<file path="config.mk">
export PLATFORM = sky130hd
export DESIGN_NAME = hamming_uart_rx_flat
export DESIGN_NICKNAME = d
export VERILOG_FILES = /design/src/rtl/hamming_uart_rx_if.sv /design/src/rtl/hamming_uart_rx.sv /design/src/flat_wrapper.sv
export SDC_FILE = /design/constraint.sdc
export NUM_CORES = 1
export LEC_CHECK = 0
export ABC_AREA = 1
export CORE_MARGIN = 2
export CORE_UTILIZATION = 29
export DETAILED_ROUTE_END_ITERATION = 8
export PLACE_DENSITY = 0.56
export SYNTH_ARGS = -nofsm -noshare
export SYNTH_HDL_FRONTEND = slang
export SYNTH_SLANG_ARGS = --single-unit
export TNS_END_PERCENT = 1
</file>
<file path="constraint.sdc">
create_clock -name clk -period 3.3 [get_ports clk]
set_input_delay 0.66 -clock clk [delete_from_list [all_inputs] [get_ports clk]]
set_output_delay 0.66 -clock clk [all_outputs]
set_load 0.005 [all_outputs]
</file>
<file path="src/rtl/hamming_uart_rx_if.sv">
// Bundle of the serial input and the decoded-payload outputs of hamming_uart_rx.
// The slave modport is the receiver; the master modport is whoever drives the line and watches results.
interface hamming_uart_rx_if #(
    parameter int K = 4,
    parameter int C = 3
);
    logic         data_in;
    logic [K-1:0] data_out;
    logic         data_valid;
    logic         corrected;
    logic [C-1:0] syndrome;
    logic         frame_err;
    logic         busy;

    modport master (
        output data_in,
        input  data_out, data_valid, corrected, syndrome, frame_err, busy
    );

    modport slave (
        input  data_in,
        output data_out, data_valid, corrected, syndrome, frame_err, busy
    );
endinterface

</file>
<file path="src/rtl/hamming_uart_rx.sv">
// UART-style deframer for one 7-bit Hamming(7,4) codeword, with single-error correction
// and a registered one-cycle valid strobe carrying the 4-bit payload.
module hamming_uart_rx #(
    parameter int N            = 7,
    parameter int K            = 4,
    parameter int C            = 3,
    parameter int CLKS_PER_BIT = 16
) (
    input  logic            clk,
    input  logic            rst_n,
    hamming_uart_rx_if.slave bus
);
    localparam int CNT_W = $clog2(CLKS_PER_BIT);
    localparam logic [CNT_W-1:0] HALF_LAST = CNT_W'(CLKS_PER_BIT / 2 - 1);
    localparam logic [CNT_W-1:0] FULL_LAST = CNT_W'(CLKS_PER_BIT - 1);
    localparam logic [2:0]       LAST_BIT  = 3'(N - 1);

    typedef enum logic [2:0] {IDLE, START, DATA, STOP, DECODE} state_e;

    state_e           state_q, state_d;
    logic [CNT_W-1:0] cnt_q, cnt_d;
    logic [2:0]       bitIdx_q, bitIdx_d;
    logic [N-1:0]     cw_q, cw_d;
    logic [K-1:0]     dataOut_q, dataOut_d;
    logic [C-1:0]     syndrome_q, syndrome_d;
    logic             corrected_q, corrected_d;
    logic             dataValid_q, dataValid_d;
    logic             frameErr_q, frameErr_d;
    logic             sync1_q, sync2_q, linePrev_q;

    logic             line;
    logic             fallEdge;
    logic [C-1:0]     syn;
    logic [N-1:0]     fixed;

    assign line     = sync2_q;
    assign fallEdge = linePrev_q & ~line;

    // Idle level is high, so the synchronizer and edge history preset to 1 to avoid a phantom start.
    always_ff @(posedge clk or negedge rst_n) begin
        if (!rst_n) begin
            sync1_q    <= 1'b1;
            sync2_q    <= 1'b1;
            linePrev_q <= 1'b1;
        end else begin
            sync1_q    <= bus.data_in;
            sync2_q    <= sync1_q;
            linePrev_q <= sync2_q;
        end
    end

    always_comb begin
        syn   = {cw_q[3] ^ cw_q[4] ^ cw_q[5] ^ cw_q[6],
                 cw_q[1] ^ cw_q[2] ^ cw_q[5] ^ cw_q[6],
                 cw_q[0] ^ cw_q[2] ^ cw_q[4] ^ cw_q[6]};
        fixed = cw_q;
        if (syn != '0) begin
            fixed[syn - 3'd1] = ~cw_q[syn - 3'd1];
        end
    end

    always_ff @(posedge clk or negedge rst_n) begin
        if (!rst_n) begin
            state_q     <= IDLE;
            cnt_q       <= '0;
            bitIdx_q    <= '0;
            cw_q        <= '0;
            dataOut_q   <= '0;
            syndrome_q  <= '0;
            corrected_q <= 1'b0;
            dataValid_q <= 1'b0;
            frameErr_q  <= 1'b0;
        end else begin
            state_q     <= state_d;
            cnt_q       <= cnt_d;
            bitIdx_q    <= bitIdx_d;
            cw_q        <= cw_d;
            dataOut_q   <= dataOut_d;
            syndrome_q  <= syndrome_d;
            corrected_q <= corrected_d;
            dataValid_q <= dataValid_d;
            frameErr_q  <= frameErr_d;
        end
    end

    always_comb begin
        state_d     = state_q;
        cnt_d       = cnt_q;
        bitIdx_d    = bitIdx_q;
        cw_d        = cw_q;
        dataOut_d   = dataOut_q;
        syndrome_d  = syndrome_q;
        corrected_d = corrected_q;
        dataValid_d = 1'b0;
        frameErr_d  = 1'b0;

        unique case (state_q)
            IDLE: begin
                cnt_d    = '0;
                bitIdx_d = '0;
                if (fallEdge) begin
                    state_d = START;
                end
            end
            START: begin
                if (cnt_q == HALF_LAST) begin
                    cnt_d   = '0;
                    state_d = line ? IDLE : DATA;
                end else begin
                    cnt_d = cnt_q + 1'b1;
                end
            end
            DATA: begin
                if (cnt_q == FULL_LAST) begin
                    cnt_d          = '0;
                    cw_d[bitIdx_q] = line;
                    bitIdx_d       = bitIdx_q + 3'd1;
                    if (bitIdx_q == LAST_BIT) begin
                        state_d = STOP;
                    end
                end else begin
                    cnt_d = cnt_q + 1'b1;
                end
            end
            STOP: begin
                if (cnt_q == FULL_LAST) begin
                    cnt_d = '0;
                    if (line) begin
                        state_d = DECODE;
                    end else begin
                        frameErr_d = 1'b1;
                        state_d    = IDLE;
                    end
                end else begin
                    cnt_d = cnt_q + 1'b1;
                end
            end
            DECODE: begin
                // Double errors miscorrect here by design; this code cannot detect them.
                dataOut_d   = {fixed[6], fixed[5], fixed[4], fixed[2]};
                syndrome_d  = syn;
                corrected_d = (syn != '0);
                dataValid_d = 1'b1;
                state_d     = IDLE;
            end
            default: state_d = IDLE;
        endcase
    end

    assign bus.data_out   = dataOut_q;
    assign bus.syndrome   = syndrome_q;
    assign bus.corrected  = corrected_q;
    assign bus.data_valid = dataValid_q;
    assign bus.frame_err  = frameErr_q;
    assign bus.busy       = (state_q != IDLE);
endmodule

</file>
<file path="src/flat_wrapper.sv">
// flat-port wrapper written by rule: the top's interface ports become plain ports
module hamming_uart_rx_flat 
#(
    parameter int N            = 7,
    parameter int K            = 4,
    parameter int C            = 3,
    parameter int CLKS_PER_BIT = 16
)
  (clk, rst_n, bus_data_in, bus_data_out, bus_data_valid, bus_corrected, bus_syndrome, bus_frame_err, bus_busy);
  hamming_uart_rx_if #(.K(K), .C(C)) bus_i ();
  input  logic clk;
  input  logic rst_n;
  input wire logic [$bits(bus_i.data_in)-1:0] bus_data_in;
  output wire logic [$bits(bus_i.data_out)-1:0] bus_data_out;
  output wire logic [$bits(bus_i.data_valid)-1:0] bus_data_valid;
  output wire logic [$bits(bus_i.corrected)-1:0] bus_corrected;
  output wire logic [$bits(bus_i.syndrome)-1:0] bus_syndrome;
  output wire logic [$bits(bus_i.frame_err)-1:0] bus_frame_err;
  output wire logic [$bits(bus_i.busy)-1:0] bus_busy;
  assign bus_i.data_in = bus_data_in;
  assign bus_data_out = bus_i.data_out;
  assign bus_data_valid = bus_i.data_valid;
  assign bus_corrected = bus_i.corrected;
  assign bus_syndrome = bus_i.syndrome;
  assign bus_frame_err = bus_i.frame_err;
  assign bus_busy = bus_i.busy;
  hamming_uart_rx #(.N(N), .K(K), .C(C), .CLKS_PER_BIT(CLKS_PER_BIT)) u_core (.clk(clk), .rst_n(rst_n), .bus(bus_i));
endmodule
</file>
==> impl_metrics.ini <==
[job]
cap_violations = 0

[clock_tree]
postCtsSetupBuffers = 0
number_of_sinks_handled_by_clock_tree_synthesis = 30
ctsRootBufferMaster = clkbuf_8
worst_setup_hold_path_clk_slew_ns = 0.06
tritoncts = built
clk-insertion-delay-late_ns = 0.28
tritoncts.num_buffers = 5
cts-hold-fix-buffers = 0
ctsResizeCount = 0
ctsLongestPathBuffers = 2
cts_max_level = 2

[floorplan]
io_pins = 14
die_h_um = 78.2
start_util = 0.296
standard_cell_row_count = 27
floorplan.die.width_um = 78.2
die-area_sq_um = 6120
fp.coreArea_sq_um = 5410

[finish]
area.growth.synth_to_final_pct = 19.6
fill_count = 553
antennaDiodeCount = 0
stdcell_count = 292
multi_input_area_sq_um = 752
post_route_cells_drive_above_1_share = 0.0864
final_cell_area_sq_um = 1910
ff_latch_area_sq_um = 754
finalNetCount = 228

[timing]
max_freq_mhz = 423
worst_slew_pin_slew_ns = 0.501
rsz0062_at_grt = no
finalCritPeriodShare = 0.717
setup_total_negative_slack_ns = 0
hold_viol_final = 0
fin_skew_ns = 0.00337
whs_ns = 0.360
timing.final.max_slew_violations = 0
slew_headroom = 0.665
min_period_ns = 2.37
report.final.setup_viol = 0

[grt]
grt_total_ovfl = 0
antenna_found_initial = 0
globalRouteTotalUtil = 0.119
vias_in_the_first_global_route = 1299
grt_pass1_wl_um = 5740
grt_max_degree = 31

[critical_path]
path_depth = 12
cp.required_ns = 3.53
worst-path-max-fanout = 7
cp.arrival_ns = 2.59
critPathCaptureType = flop
path_class = flop to flop
reg_to_reg_setup_timing_slack_ns = 0.93
crit_path_cell_chain = xnor2_1, xor2_1, ha_1, ha_1, ha_1, inv_1, nand2_1, nor3_1, nor2_1, nor2_1, nand2_1, nand2_1
critPathSlowestCell = dfrtp_1
slowest_delay_ns = 0.44
crit_family = adder cells
timing.critical_path.buf_inv = 1
critical_path.startpoint_type = flop
worstRegToRegCells = 12

[logic_synthesis]
synthTopCellsByCount = nand2_1 (60), dfrtp_1 (27), inv_1 (21)
synth_largest_area_cell = dfrtp_1
synthesis.yosys.warnings = 0
post-synth-top-count-cell = nand2_1
synth_edf_count = 0
leading_register_cell_type_out_of_synthesis = dfrtp_1
post_synth_instance_area_sq_um = 1600
mappedNetlistNets = 208
seq_area_frac_synth = 0.472
yosysUniqueCellTypes = 26
synth_top_cells_by_area = dfrtp_1 (42%), nand2_1 (14%), nand3_1 (5.0%), dfstp_2 (4.9%), inv_1 (4.9%)
post_synth_inst_count = 199
post-synth-top-area-fraction = 0.423
postSynth.asyncResetShare = 1.00
ys_seq_elements = 30
syn_area_per_cell_sq_um = 8.03

[placed_design]
postPlaceCellArea_sq_um = 1820
post-dp-hpwl_um = 2220
weighted_congestion_at_the_end_of_routability_driven_global_placement = 0.828
io_buffer_count = 13
post-place-cells = 284

[detailed_routing]
drt-pass1-iter-count = 4
routed_wire_length_per_instance_um = 10.5
post_detailed_route_drc_marker_count = 0
initialDrtViolationCount = 129
route.detailed.vias_per_inst = 4.38
ant_nets = 0
totalWireLength_um = 3080
vias = 1280

[power]
power.leakage_nw = 0.889
power.density_cell_area_nw_per_um2 = 498
ir_worst_vdd_uv = 139
p_total_mw = 0.951

[hold_path]
worst_hold_path.num_cells = 0
holdCritPathClass = flop to flop

[run_status]
outcome = complete, no violations
==> cell families (layout without fill, tap and decap cells) <==
| group | after synthesis | after routing | share of synthesized area |
|---|---|---|---|
| buffers and inverters | 24 | 45 | 0.0572 |
| xor gates and xnor gates | 9 | 9 | 0.0493 |
| DFF | 30 | 30 | 0.472 |
| adders and majority gates | 6 | 6 | 0.0470 |
| AOI/OAI and AO/OA | 22 | 22 | 0.0767 |
| and+or+nand+nor | 108 | 108 | 0.298 |
==> path summary, 6_finish.rpt <==
kind                                                       to                        from
max                        u_core.bus.data_out[2]$_DFFE_PN0P_  u_core.cw_q[4]$_DFFE_PN0P_
min                                     u_core.line$_DFF_PN1_    u_core.sync1_q$_DFF_PN1_
max reg2reg                u_core.bus.data_out[2]$_DFFE_PN0P_  u_core.cw_q[4]$_DFFE_PN0P_
min reg2reg                             u_core.line$_DFF_PN1_    u_core.sync1_q$_DFF_PN1_
max in group asynchronous         u_core.linePrev_q$_DFF_PN1_                       rst_n
min in group asynchronous      u_core.bitIdx_q[2]$_DFFE_PN0P_                       rst_n
==> cell type report <==
type | count | share of cell area
Sequential cell | 30 | 0.395
Timing Repair Buffer | 14 | 0.0720
Multi-Input combinational cell | 145 | 0.394
Clock buffer | 8 | 0.0472
Tap cell | 72 | 0.0472
Inverter | 23 | 0.0452
==> per-stage QoR <==
| step | util | worst slack, ns |
|---|---|---|
| CTS | 0.353 | 0.921 |
| finish | 0.353 | 0.934 |
| detailed placement | 0.337 | 0.946 |
| global route | 0.353 | 0.663 |
| floorplan | - | 1.12 |
| global placement | 0.337 | 1.03 |
==> state kept, by name (all words and copies together), names as in the netlist, 3 cells and up <==
signal               flops
u_core.bitIdx_q          3
u_core.bus.data_out      4
u_core.bus.syndrome      3
u_core.cnt_q             4
u_core.cw_q              7
u_core.state_q           3
==> power breakdown <==
part | switching (mW) | internal (mW) | total [mW]
logic | 0.125 | 0.0835 | 0.209
clock network | 0.136 | 0.170 | 0.306
registers | 0.0356 | 0.401 | 0.437
==> layer usage <==
layer	global-route usage	wire length [um]	vias to the layer above
met3	0.0310	123	7
met2	0.193	1370	22
met1	0.143	1500	580
met4	0.0632	85	0
li1	-	-	671
met5	0	0	-
==> cell usage in the layout (no fill, tap or decap), drive strengths merged <==
master         synthesis  layout
nand2                 62      62
o21bai                 1       1
o21ai                 13      13
a22o                   1       1
dfrtp                 27      27
a21oi                  5       5
nand3                 16      16
o22ai                  1       1
xnor2                  6       6
ha                     6       6
nor3                   4       4
a21bo                  1       1
and2                   1       1
nand4                  1       1
clkbuf                 0       8
xor2                   3       3
clkdlybuf4s50          0      13
nor2                  23      23
nor4                   1       1
inv                   23      23
dfstp                  3       3
buf                    1       1
Note: power is estimated with default switching activity, not from simulation.
